### src/rtl/mobilenet_mem_pkg.sv
// Constants and state encoding shared by the IFM unpacker and the OFM packer.
// Both sides agree on slot order: slot 0 occupies the low bits of a beat.
package mobilenet_mem_pkg;

    localparam int DATA_W_DEF     = 16;
    localparam int AXI_DATA_W_DEF = 128;
    localparam int PACK_FACTOR    = AXI_DATA_W_DEF / DATA_W_DEF;
    localparam int PF_BITS        = $clog2(PACK_FACTOR);

    typedef enum logic [1:0] {
        ST_IDLE = 2'd0,
        ST_FILL = 2'd1,
        ST_EMIT = 2'd2,
        ST_DONE = 2'd3
    } unpack_state_e;

endpackage

### src/rtl/ifm_unpacker_if.sv
// Stream bundle for the unpacker: AXI-Stream beats in, scalar elements out.
// The slave modport is the unpacker's view; master is the surrounding fabric.
interface ifm_unpacker_if #(
    parameter int DATA_W     = 16,
    parameter int AXI_DATA_W = 128
);
    logic [AXI_DATA_W-1:0] s_axis_tdata;
    logic                  s_axis_tvalid;
    logic                  s_axis_tlast;
    logic                  s_axis_tready;
    logic [DATA_W-1:0]     m_elem_data;
    logic                  m_elem_valid;
    logic                  m_elem_last;
    logic                  m_elem_ready;

    modport slave (
        input  s_axis_tdata, s_axis_tvalid, s_axis_tlast, m_elem_ready,
        output s_axis_tready, m_elem_data, m_elem_valid, m_elem_last
    );

    modport master (
        output s_axis_tdata, s_axis_tvalid, s_axis_tlast, m_elem_ready,
        input  s_axis_tready, m_elem_data, m_elem_valid, m_elem_last
    );
endinterface

### src/rtl/elem_slot_mux.sv
// Selects one DATA_W element out of a held AXI beat; slot 0 is the low bits.
module elem_slot_mux #(
    parameter int DATA_W     = 16,
    parameter int AXI_DATA_W = 128,
    parameter int SLOT_W     = 3
) (
    input  logic [AXI_DATA_W-1:0] hold_reg,
    input  logic [SLOT_W-1:0]     slot,
    output logic [DATA_W-1:0]     elem
);
    localparam int PACK = AXI_DATA_W / DATA_W;

    always_comb begin
        elem = '0;
        for (int i = 0; i < PACK; i++) begin
            if (slot == i[SLOT_W-1:0]) begin
                elem = hold_reg[i*DATA_W +: DATA_W];
            end
        end
    end
endmodule

### src/rtl/ifm_unpacker.sv
// Unpacks 128-bit DDR beats into a scalar element stream for the compute engine,
// trimming a partial final beat and flagging bursts that end early via tlast.
//
// state | meaning
// IDLE  | waiting for start
// FILL  | requesting the next beat (tready=1)
// EMIT  | presenting held elements one per handshake
// DONE  | one-cycle done pulse, then back to IDLE
module ifm_unpacker
    import mobilenet_mem_pkg::*;
#(
    parameter int DATA_W     = DATA_W_DEF,
    parameter int AXI_DATA_W = AXI_DATA_W_DEF,
    parameter int CNT_W      = 20
) (
    input  logic             clk,
    input  logic             rst,
    input  logic             start,
    input  logic [CNT_W-1:0] total_elems,
    output logic             busy,
    output logic             done,
    output logic             err_early_last,
    ifm_unpacker_if.slave    axis
);
    localparam int PACK = AXI_DATA_W / DATA_W;
    localparam int PFB  = $clog2(PACK);
    localparam logic [CNT_W-1:0] PACK_CNT = CNT_W'(PACK);
    localparam logic [PFB:0]     PACK_BE  = (PFB+1)'(PACK);

    unpack_state_e         state;
    logic [AXI_DATA_W-1:0] hold_reg;
    logic [PFB-1:0]        slot;
    logic [PFB:0]          beat_elems;
    logic                  beat_final;
    logic [CNT_W-1:0]      remaining;
    logic                  elem_valid;
    logic                  busy_q;
    logic                  done_q;
    logic                  err_q;
    logic [DATA_W-1:0]     elem_data;

    logic             elem_hs;
    logic             slot_last;
    logic             tready;
    logic             beat_hs;
    logic [CNT_W-1:0] rem_next;
    logic [PFB:0]     beat_elems_next;
    logic             beat_final_next;
    logic             early_last;

    assign elem_hs   = elem_valid & axis.m_elem_ready;
    assign slot_last = ({1'b0, slot} == (beat_elems - 1'b1));

    // A beat may also be taken while the last slot of a non-final beat leaves,
    // which keeps the element stream free of bubbles between beats.
    assign tready  = (state == ST_FILL) |
                     ((state == ST_EMIT) & elem_hs & slot_last & ~beat_final);
    assign beat_hs = tready & axis.s_axis_tvalid;

    assign rem_next        = remaining - CNT_W'(elem_hs);
    assign beat_elems_next = (rem_next >= PACK_CNT) ? PACK_BE : rem_next[PFB:0];
    assign beat_final_next = axis.s_axis_tlast | (rem_next <= PACK_CNT);
    assign early_last      = axis.s_axis_tlast & (rem_next > PACK_CNT);

    elem_slot_mux #(
        .DATA_W     (DATA_W),
        .AXI_DATA_W (AXI_DATA_W),
        .SLOT_W     (PFB)
    ) u_slot_mux (
        .hold_reg (hold_reg),
        .slot     (slot),
        .elem     (elem_data)
    );

    always_ff @(posedge clk) begin
        if (rst) begin
            state      <= ST_IDLE;
            hold_reg   <= '0;
            slot       <= '0;
            beat_elems <= '0;
            beat_final <= 1'b0;
            remaining  <= '0;
            elem_valid <= 1'b0;
            busy_q     <= 1'b0;
            done_q     <= 1'b0;
            err_q      <= 1'b0;
        end else begin
            done_q <= 1'b0;
            case (state)
                ST_IDLE: begin
                    if (start) begin
                        err_q <= 1'b0;
                        if (total_elems != '0) begin
                            remaining <= total_elems;
                            busy_q    <= 1'b1;
                            state     <= ST_FILL;
                        end else begin
                            done_q <= 1'b1;
                            state  <= ST_DONE;
                        end
                    end
                end
                ST_FILL: begin
                    if (beat_hs) begin
                        elem_valid <= 1'b1;
                        state      <= ST_EMIT;
                    end
                end
                ST_EMIT: begin
                    if (elem_hs) begin
                        remaining <= rem_next;
                        slot      <= slot + 1'b1;
                        if (slot_last) begin
                            // beat_final covers both count exhaustion and early tlast
                            if (beat_final) begin
                                elem_valid <= 1'b0;
                                busy_q     <= 1'b0;
                                done_q     <= 1'b1;
                                state      <= ST_DONE;
                            end else if (!beat_hs) begin
                                elem_valid <= 1'b0;
                                state      <= ST_FILL;
                            end
                        end
                    end
                end
                ST_DONE: state <= ST_IDLE;
                default: state <= ST_IDLE;
            endcase

            if (beat_hs) begin
                hold_reg   <= axis.s_axis_tdata;
                slot       <= '0;
                beat_elems <= beat_elems_next;
                beat_final <= beat_final_next;
                if (early_last) begin
                    err_q <= 1'b1;
                end
            end
        end
    end

    assign axis.s_axis_tready = tready;
    assign axis.m_elem_valid  = elem_valid;
    assign axis.m_elem_data   = elem_data;
    assign axis.m_elem_last   = elem_valid & beat_final & slot_last;
    assign busy               = busy_q;
    assign done               = done_q;
    assign err_early_last     = err_q;
endmodule

### src/flat_wrapper.sv
// flat-port wrapper written by rule: the top's interface ports become plain ports
module ifm_unpacker_flat import mobilenet_mem_pkg::*;
#(
    parameter int DATA_W     = DATA_W_DEF,
    parameter int AXI_DATA_W = AXI_DATA_W_DEF,
    parameter int CNT_W      = 20
)
  (clk, rst, start, total_elems, busy, done, err_early_last, axis_s_axis_tdata, axis_s_axis_tvalid, axis_s_axis_tlast, axis_m_elem_ready, axis_s_axis_tready, axis_m_elem_data, axis_m_elem_valid, axis_m_elem_last);
  ifm_unpacker_if #(.DATA_W(DATA_W), .AXI_DATA_W(AXI_DATA_W)) axis_i ();
  input  logic clk;
  input  logic rst;
  input  logic start;
  input  logic [CNT_W-1:0] total_elems;
  output logic busy;
  output logic done;
  output logic err_early_last;
  input wire logic [$bits(axis_i.s_axis_tdata)-1:0] axis_s_axis_tdata;
  input wire logic [$bits(axis_i.s_axis_tvalid)-1:0] axis_s_axis_tvalid;
  input wire logic [$bits(axis_i.s_axis_tlast)-1:0] axis_s_axis_tlast;
  input wire logic [$bits(axis_i.m_elem_ready)-1:0] axis_m_elem_ready;
  output wire logic [$bits(axis_i.s_axis_tready)-1:0] axis_s_axis_tready;
  output wire logic [$bits(axis_i.m_elem_data)-1:0] axis_m_elem_data;
  output wire logic [$bits(axis_i.m_elem_valid)-1:0] axis_m_elem_valid;
  output wire logic [$bits(axis_i.m_elem_last)-1:0] axis_m_elem_last;
  assign axis_i.s_axis_tdata = axis_s_axis_tdata;
  assign axis_i.s_axis_tvalid = axis_s_axis_tvalid;
  assign axis_i.s_axis_tlast = axis_s_axis_tlast;
  assign axis_i.m_elem_ready = axis_m_elem_ready;
  assign axis_s_axis_tready = axis_i.s_axis_tready;
  assign axis_m_elem_data = axis_i.m_elem_data;
  assign axis_m_elem_valid = axis_i.m_elem_valid;
  assign axis_m_elem_last = axis_i.m_elem_last;
  ifm_unpacker #(.DATA_W(DATA_W), .AXI_DATA_W(AXI_DATA_W), .CNT_W(CNT_W)) u_core (.clk(clk), .rst(rst), .start(start), .total_elems(total_elems), .busy(busy), .done(done), .err_early_last(err_early_last), .axis(axis_i));
endmodule
### config.mk
export PLATFORM = sky130hd
export DESIGN_NAME = ifm_unpacker_flat
export DESIGN_NICKNAME = d
export VERILOG_FILES = /design/src/rtl/mobilenet_mem_pkg.sv /design/src/rtl/ifm_unpacker_if.sv /design/src/rtl/elem_slot_mux.sv /design/src/rtl/ifm_unpacker.sv /design/src/flat_wrapper.sv
export SDC_FILE = /design/constraint.sdc
export NUM_CORES = 1
export LEC_CHECK = 0
export BUFFER_PORTS_ARGS = -buffer_cell sky130_fd_sc_hd__buf_4
export CORE_ASPECT_RATIO = 1.5
export CORE_MARGIN = 5
export CORE_UTILIZATION = 54
export DETAILED_ROUTE_END_ITERATION = 8
export PLACE_DENSITY = 0.92
export SETUP_SLACK_MARGIN = 0.4
export SLEW_MARGIN = 30
export SYNTH_ARGS = -nofsm -noshare
export SYNTH_HDL_FRONTEND = slang
export SYNTH_SLANG_ARGS = --single-unit
### constraint.sdc
create_clock -name clk -period 3.5 [get_ports clk]
set_input_delay 0.175 -clock clk [delete_from_list [all_inputs] [get_ports clk]]
set_output_delay 0.175 -clock clk [all_outputs]
set_load 0.03 [all_outputs]
# Word-level counts from Yosys, hierarchy flattened
# Index checks and enable logic that the tools add are counted.
dict set report totals {
  ff_bits 162
  inputBits 154
  output_inout_bits 22
  elab_cells 99
}
dict set report op_classes {
  n_addsub 3
  n_lt_le_gt_ge 3
  eq_ne 18
  n_mux 43
  n_bitwise 11
  n_reduce_logical 11
}
# cell n
set op_table {}
lappend op_table {{16-bit 2-to-1 mux} 8}
lappend op_table {{20-bit 2-to-1 mux} 3}
lappend op_table {{20-bit one-hot mux with 2 select lines} 1}
lappend op_table {{20-bit by 4-bit >= comparator with 1-bit output (second input constant)} 1}
lappend op_table {{20-bit by 4-bit > comparator with 1-bit output (second input constant)} 1}
lappend op_table {{20-bit by 4-bit <= comparator with 1-bit output (second input constant)} 1}
lappend op_table {{20-bit nonzero test} 1}
lappend op_table {{20-bit by 1-bit subtractor with 20-bit output} 1}
lappend op_table {{1-bit 2-to-1 mux} 19}
lappend op_table {{2-bit 2-to-1 mux} 7}
lappend op_table {{3-bit equality test (second input constant)} 4}
lappend op_table {{2-bit by 1-bit != test with 1-bit output (second input constant)} 5}
lappend op_table {{5-bit AND reduction} 2}
lappend op_table {{1-bit bitwise AND} 8}
lappend op_table {{2-bit one-hot mux with 4 select lines} 1}
lappend op_table {{3-bit by 2-bit equality test with 1-bit output (second input constant)} 2}
lappend op_table {{1-bit one-hot mux with 2 select lines} 3}
lappend op_table {{6-bit AND reduction} 1}
lappend op_table {{2-bit equality test (second input constant)} 2}
lappend op_table {{3-bit by 4-bit equality test with 1-bit output} 1}
lappend op_table {{4-bit 2-to-1 mux} 1}
lappend op_table {{4-bit AND reduction} 1}
lappend op_table {{2-bit nonzero test} 2}
lappend op_table {{4-bit by 1-bit subtractor with 4-bit output (second input constant)} 1}
lappend op_table {{11 further kinds} 12}

# Longest topological paths before layout
dict set report depth {
  ltp_word 11
  mapped_depth 10
  ltp_nobuf 9
}

# Cells and area by module
# Synthesis repeated with hierarchy kept, for this count alone.
dict set report hier_totals {
  hier_cells 1005
  hier_area_um2 7756.2
}
# module instances cells_each area_per_inst_um2 seq_area_each_um2
set by_module_without_submodules {}
lappend by_module_without_submodules {ifm_unpacker 1 816 6393.6 3243.1}
lappend by_module_without_submodules {elem_slot_mux 1 189 1362.6 0.0}

# Worst setup path after synthesis
# OpenSTA, ideal clock, no wires.
dict set report synth_timing {
  path_type {register -> register}
  startpoint {register u_core.elem_valid (netlist: u_core.axis.m_elem_valid)}
  endpoint {register u_core.err_q (netlist: u_core.err_early_last)}
  setup_time_ps 115
  arrival_ps 2777
  required_time_ps 3385
  path_slack_ps 607
  path_stages_with_launch 10
  path_buffers 0
  period_less_slack_ps 2893
  path_cell_list {dfxtp_1 -> and2_1 -> ha_1 -> ha_1 -> or3b_1 -> nor4_1 -> xor2_1 -> nor4_4 -> nand3_2 -> a31o_1}
}
dict set report synth_via {
  elab_chain_len 7
  elab_cells_between_ends 11
  cone_classes {1 x add/sub; 1 x order compare; 2 x mux; 7 x bitwise}
}
# item line_no
set synth_lines {}
lappend synth_lines {{from (decl)} ifm_unpacker.sv:36} ;# logic elem_valid;
lappend synth_lines {{from (signal assigned)} ifm_unpacker.sv:83} ;# elem_valid <= 1'b0;
lappend synth_lines {{from (signal assigned)} ifm_unpacker.sv:105} ;# elem_valid <= 1'b1;
lappend synth_lines {{from (signal assigned)} ifm_unpacker.sv:116} ;# elem_valid <= 1'b0;
lappend synth_lines {{1-bit bitwise AND *} ifm_unpacker.sv:51} ;# assign elem_hs = elem_valid & axis.m_elem_ready;
lappend synth_lines {{branches (longest 5 deep; another with 20-bit by 1-bit subtractor with 20-bit output)} n/a}
lappend synth_lines {{1-bit 2-to-1 mux *} ifm_unpacker.sv:131} ;# if (beat_hs) begin
lappend synth_lines {{to (signal assigned)} ifm_unpacker.sv:86} ;# err_q <= 1'b0;
lappend synth_lines {{to (signal assigned)} ifm_unpacker.sv:92} ;# err_q <= 1'b0;
lappend synth_lines {{to (signal assigned)} ifm_unpacker.sv:137} ;# err_q <= 1'b1;
lappend synth_lines {{to (decl)} ifm_unpacker.sv:39} ;# logic err_q;
# Mark *: on every way between the ends.
# A chain may end at the register's enable or synchronous reset.

# Worst setup path after layout
# Same ends and word-level chain as after synthesis.

==> qor.csv <==
stage;metric;value;unit
status;status;finished clean;
pwr;switching power total;1.41;mW
yosys;Synth top area share;0.422;
critical_path;worst reg-to-reg path cell count;9;
yosys;Yosys reg bits;162;
sta;RSZ-0062 raised after global routing;yes;
sta;final hold vios;0;
pwr;switch share;0.296;
critical_path;Worst EP arrival;3220;ps
final_layout;max FFs per register;128;
pwr;combinational power share;0.178;
sta;hold slack;8.89;ps
critical_path;Req. time, crit path;3810;ps
detailed_routing;First-pass DRT Iterations;5;
grt;initial antenna violation count;0;
critical_path;Critical Path Slowest Stage Cell;or3b_1;
place;routability congestion estimate;1.06;
critical_path;Buf/Inv on CP;0;
grt;Congestion Overflow GR;0;
detailed_routing;vias per inst;5.75;
detailed_routing;WL/cell;16.9;um
detailed_routing;Post-route DRC;0;
critical_path;launch point of the worst path;u_core.axis.m_elem_valid$_SDFFE_PP0P_;
critical_path;Worst path top cell family by delay;simple AND/OR/NAND/NOR gates;
yosys;Synth area leaders;dfxtp_1, nand2_1, a21oi_1;
pwr;total power;4.75;mW
sta;Final Setup Violations;0;
grt;first-pass GRT wire length;37800;um
yosys;Yosys cell types;56;
yosys;Seq/Total Area, Yosys;0.422;
sta;worst slew pin tran;814;ps
clocking;TritonCTS clock tree;done;
final_layout;NumNets Final;1402;
die;Die W;107;um
final_layout;Multi-input gate area;0.00407;sq mm
critical_path;Crit Path Class;reg2reg;
clocking;Longest Clk Path Bufs;2;
yosys;commonest cells in the netlist;nand2_1, a21oi_1, dfxtp_1;
sta;Final Critical Period;2910;ps
yosys;area leader, netlist;dfxtp_1;
detailed_routing;Routed Antenna Nets;0;
yosys;top-count cell post-synth;nand2_1;
critical_path;r2r endpoint;u_core.err_early_last$_SDFF_PP0_;
sta;Final Slew Violations;0;
clocking;Worst-Skew Late Latency;420;ps
die;Die Y;156;um
critical_path;CP Depth;9;
sta;Setup TNS Final;0;ps
critical_path;critical path endpoint;u_core.err_early_last$_SDFF_PP0_;
critical_path;Worst setup SP type;register;
clocking;TritonCTS buffer count;17;
place;Placed Instances;1370;
die;Ports;176;
yosys;Post-synth ARST share;0;
yosys;Gate Count Post-Synth;1068;
final_layout;fillers;999;
final_layout;Diodes inserted;0;
critical_path;cell chain of the critical path;and2_1 -> ha_1 -> ha_2 -> or3b_1 -> nor4_1 -> xor2_1 -> nor4_4 -> nand3_2 -> a31o_1;
grt;vias in the first global route;7907;
pwr;worst vdd ir;302;uV
yosys;Cell Area, Synth;0.00768;sq mm
critical_path;Critical Path Fanout Max;6;
grt;pin count of the biggest net entering global routing;70;
clocking;Max H-tree Level;4;
final_layout;Area Overhead vs Synth;31.0;%
die;die footprint;0.0168;sq mm
clocking;Root Buffer Master;clkbuf_16;
final_layout;Storage cell area;0.00324;sq mm
clocking;clock slew at reported path FFs;70;ps
critical_path;worst stage delay on the critical path;420;ps
final_layout;layout cells sized above 1;0.189;
final_layout;Layout Utilization;0.719;
detailed_routing;WL final;24400;um
sta;setup ws final;588;ps
run;Max Cap Viol;0;
place;port buffer count;175;
sta;fmax;0.343;GHz
die;total core area;0.0140;sq mm
final_layout;Final Instance Area;0.0101;sq mm
die;Initial Util;0.549;
sta;clock skew;9.82;ps
die;num rows;53;
yosys;main flop type after synthesis;dfxtp_1;
final_layout;fin cells;1444;
critical_path;reg2reg start;u_core.axis.m_elem_valid$_SDFFE_PP0P_;
place;placed cell area;0.00905;sq mm
pwr;P_int;3.35;mW
place;HPWL after DPL;16900;um
yosys;Post-synth EDFFs;0;
yosys;syn nets;1231;
yosys;Syn. warnings;0;
sta;Slew headroom;0.456;
grt;GRT Total Usage;0.281;
pwr;Pwr Density;473;mW/mm^2
yosys;syn_area_per_cell;7.19;sq um
pwr;sequential power share;0.441;
clocking;CTS sink cnt;162;
sta;final critical-path share of the clock period;0.832;
detailed_routing;DRT iter0 DRCs;695;
min_path;Tightest Hold Check Type;in2reg;
pwr;leakage dissipation;3.89;nW
critical_path;internal reg-to-reg setup slack;590;ps
detailed_routing;vias;8297;
place;Setup Slack @ Placement;522;ps
pwr;clock share of power;0.381;
critical_path;CP endpoint kind;register;
[cells by family (layout without fill, tap and decap cells)]
kind of cell             count (synthesis)  after routing  share of synthesized area
AND/OR/NAND/NOR                        516            516                      0.292
AO/OA/AOI/OAI                          273            273                      0.198
flip-flops                             162            162                      0.422
buffers and inverters                   93            277                     0.0533
XOR/XNOR                                14             14                     0.0179
adder cells (fa/ha/maj)                  9              9                     0.0147
multiplexers                             1              1                    0.00130
[power groups by stage]
stage          Sequential, mW  Combinational (mW)  Clock [mW]
2_1_floorplan            2.09               0.520           0
3_3_place_gp             2.12               0.773           0
3_5_place_dp             2.13               0.792           0
4_1_cts                  2.09               0.835        1.82
5_1_grt                  2.11               0.922        1.91
6_report                 2.10               0.848        1.81
[layer usage]
layer / wire, um / global-route usage
met3: 1830 / 0.0588
met5: 0 / 0
met2: 12300 / 0.491
met1: 8830 / 0.311
met4: 1390 / 0.168
[repair_timing]
item	in CTS	in global routing
gates resized for setup	1	4
endpoints found under the setup margin	2	21
setup buffers	0	1
pin swaps	0	1
endpoints found under the hold margin	40	1
hold buffers	40	1
[worst reg2reg max path, stage by stage, from the launching register on]
cell     delay [ps]
dfxtp_1         410
and2_1          220
ha_1            220
ha_2            260
or3b_1          420
nor4_1          330
xor2_1          180
nor4_4          350
nand3_2         150
a31o_1          240
[layout by cell type (no fill, tap or decap), types with 4 or more instances in the layout]
master | synthesis | final
ha_2 | 0 | 4
nor2_1 | 46 | 46
and2_1 | 4 | 4
a31oi_1 | 12 | 11
nand2b_1 | 4 | 4
inv_1 | 12 | 12
xnor2_1 | 10 | 10
ha_1 | 9 | 5
dfxtp_1 | 162 | 162
nor4_1 | 9 | 9
o22ai_1 | 17 | 17
nand3_1 | 46 | 46
nand2_1 | 332 | 332
o21ai_1 | 5 | 5
clkbuf_16 | 0 | 17
clkinvlp_4 | 0 | 4
a2111oi_0 | 5 | 5
o21ai_0 | 30 | 30
dlygate4sd3_1 | 0 | 41
a21oi_1 | 178 | 178
inv_6 | 0 | 5
buf_4 | 6 | 189
nor2b_1 | 19 | 19
nor3_1 | 32 | 32
[layout make-up]
class | instances | share of cell area
clock buffer | 17 | 0.0423
inverter | 12 | 0.00448
sequential | 162 | 0.322
multi-input combinational | 813 | 0.404
clock inverter | 15 | 0.0148
tap | 192 | 0.0239
timing repair buffer | 233 | 0.188
[how the worst min path moves through the flow]
| stage | startpoint | end | slack (ps) | depth (start not counted) |
|---|---|---|---|---|
| after global placement | axis_s_axis_tlast | u_core.err_early_last$_SDFF_PP0_ | 420 | 2 |
| after detailed placement | axis_s_axis_tlast | u_core.err_early_last$_SDFF_PP0_ | 430 | 2 |
| after CTS | axis_s_axis_tdata[92] | u_core.hold_reg[92]$_SDFFE_PP0P_ | 0.5 | 3 |
| after global routing | axis_s_axis_tdata[92] | u_core.hold_reg[92]$_SDFFE_PP0P_ | 5 | 3 |
| after floorplan | axis_s_axis_tlast | u_core.err_early_last$_SDFF_PP0_ | 310 | 1 |
| final | axis_s_axis_tdata[41] | u_core.hold_reg[41]$_SDFFE_PP0P_ | 9 | 3 |
No activity file was read; power rests on OpenSTA's default activity.
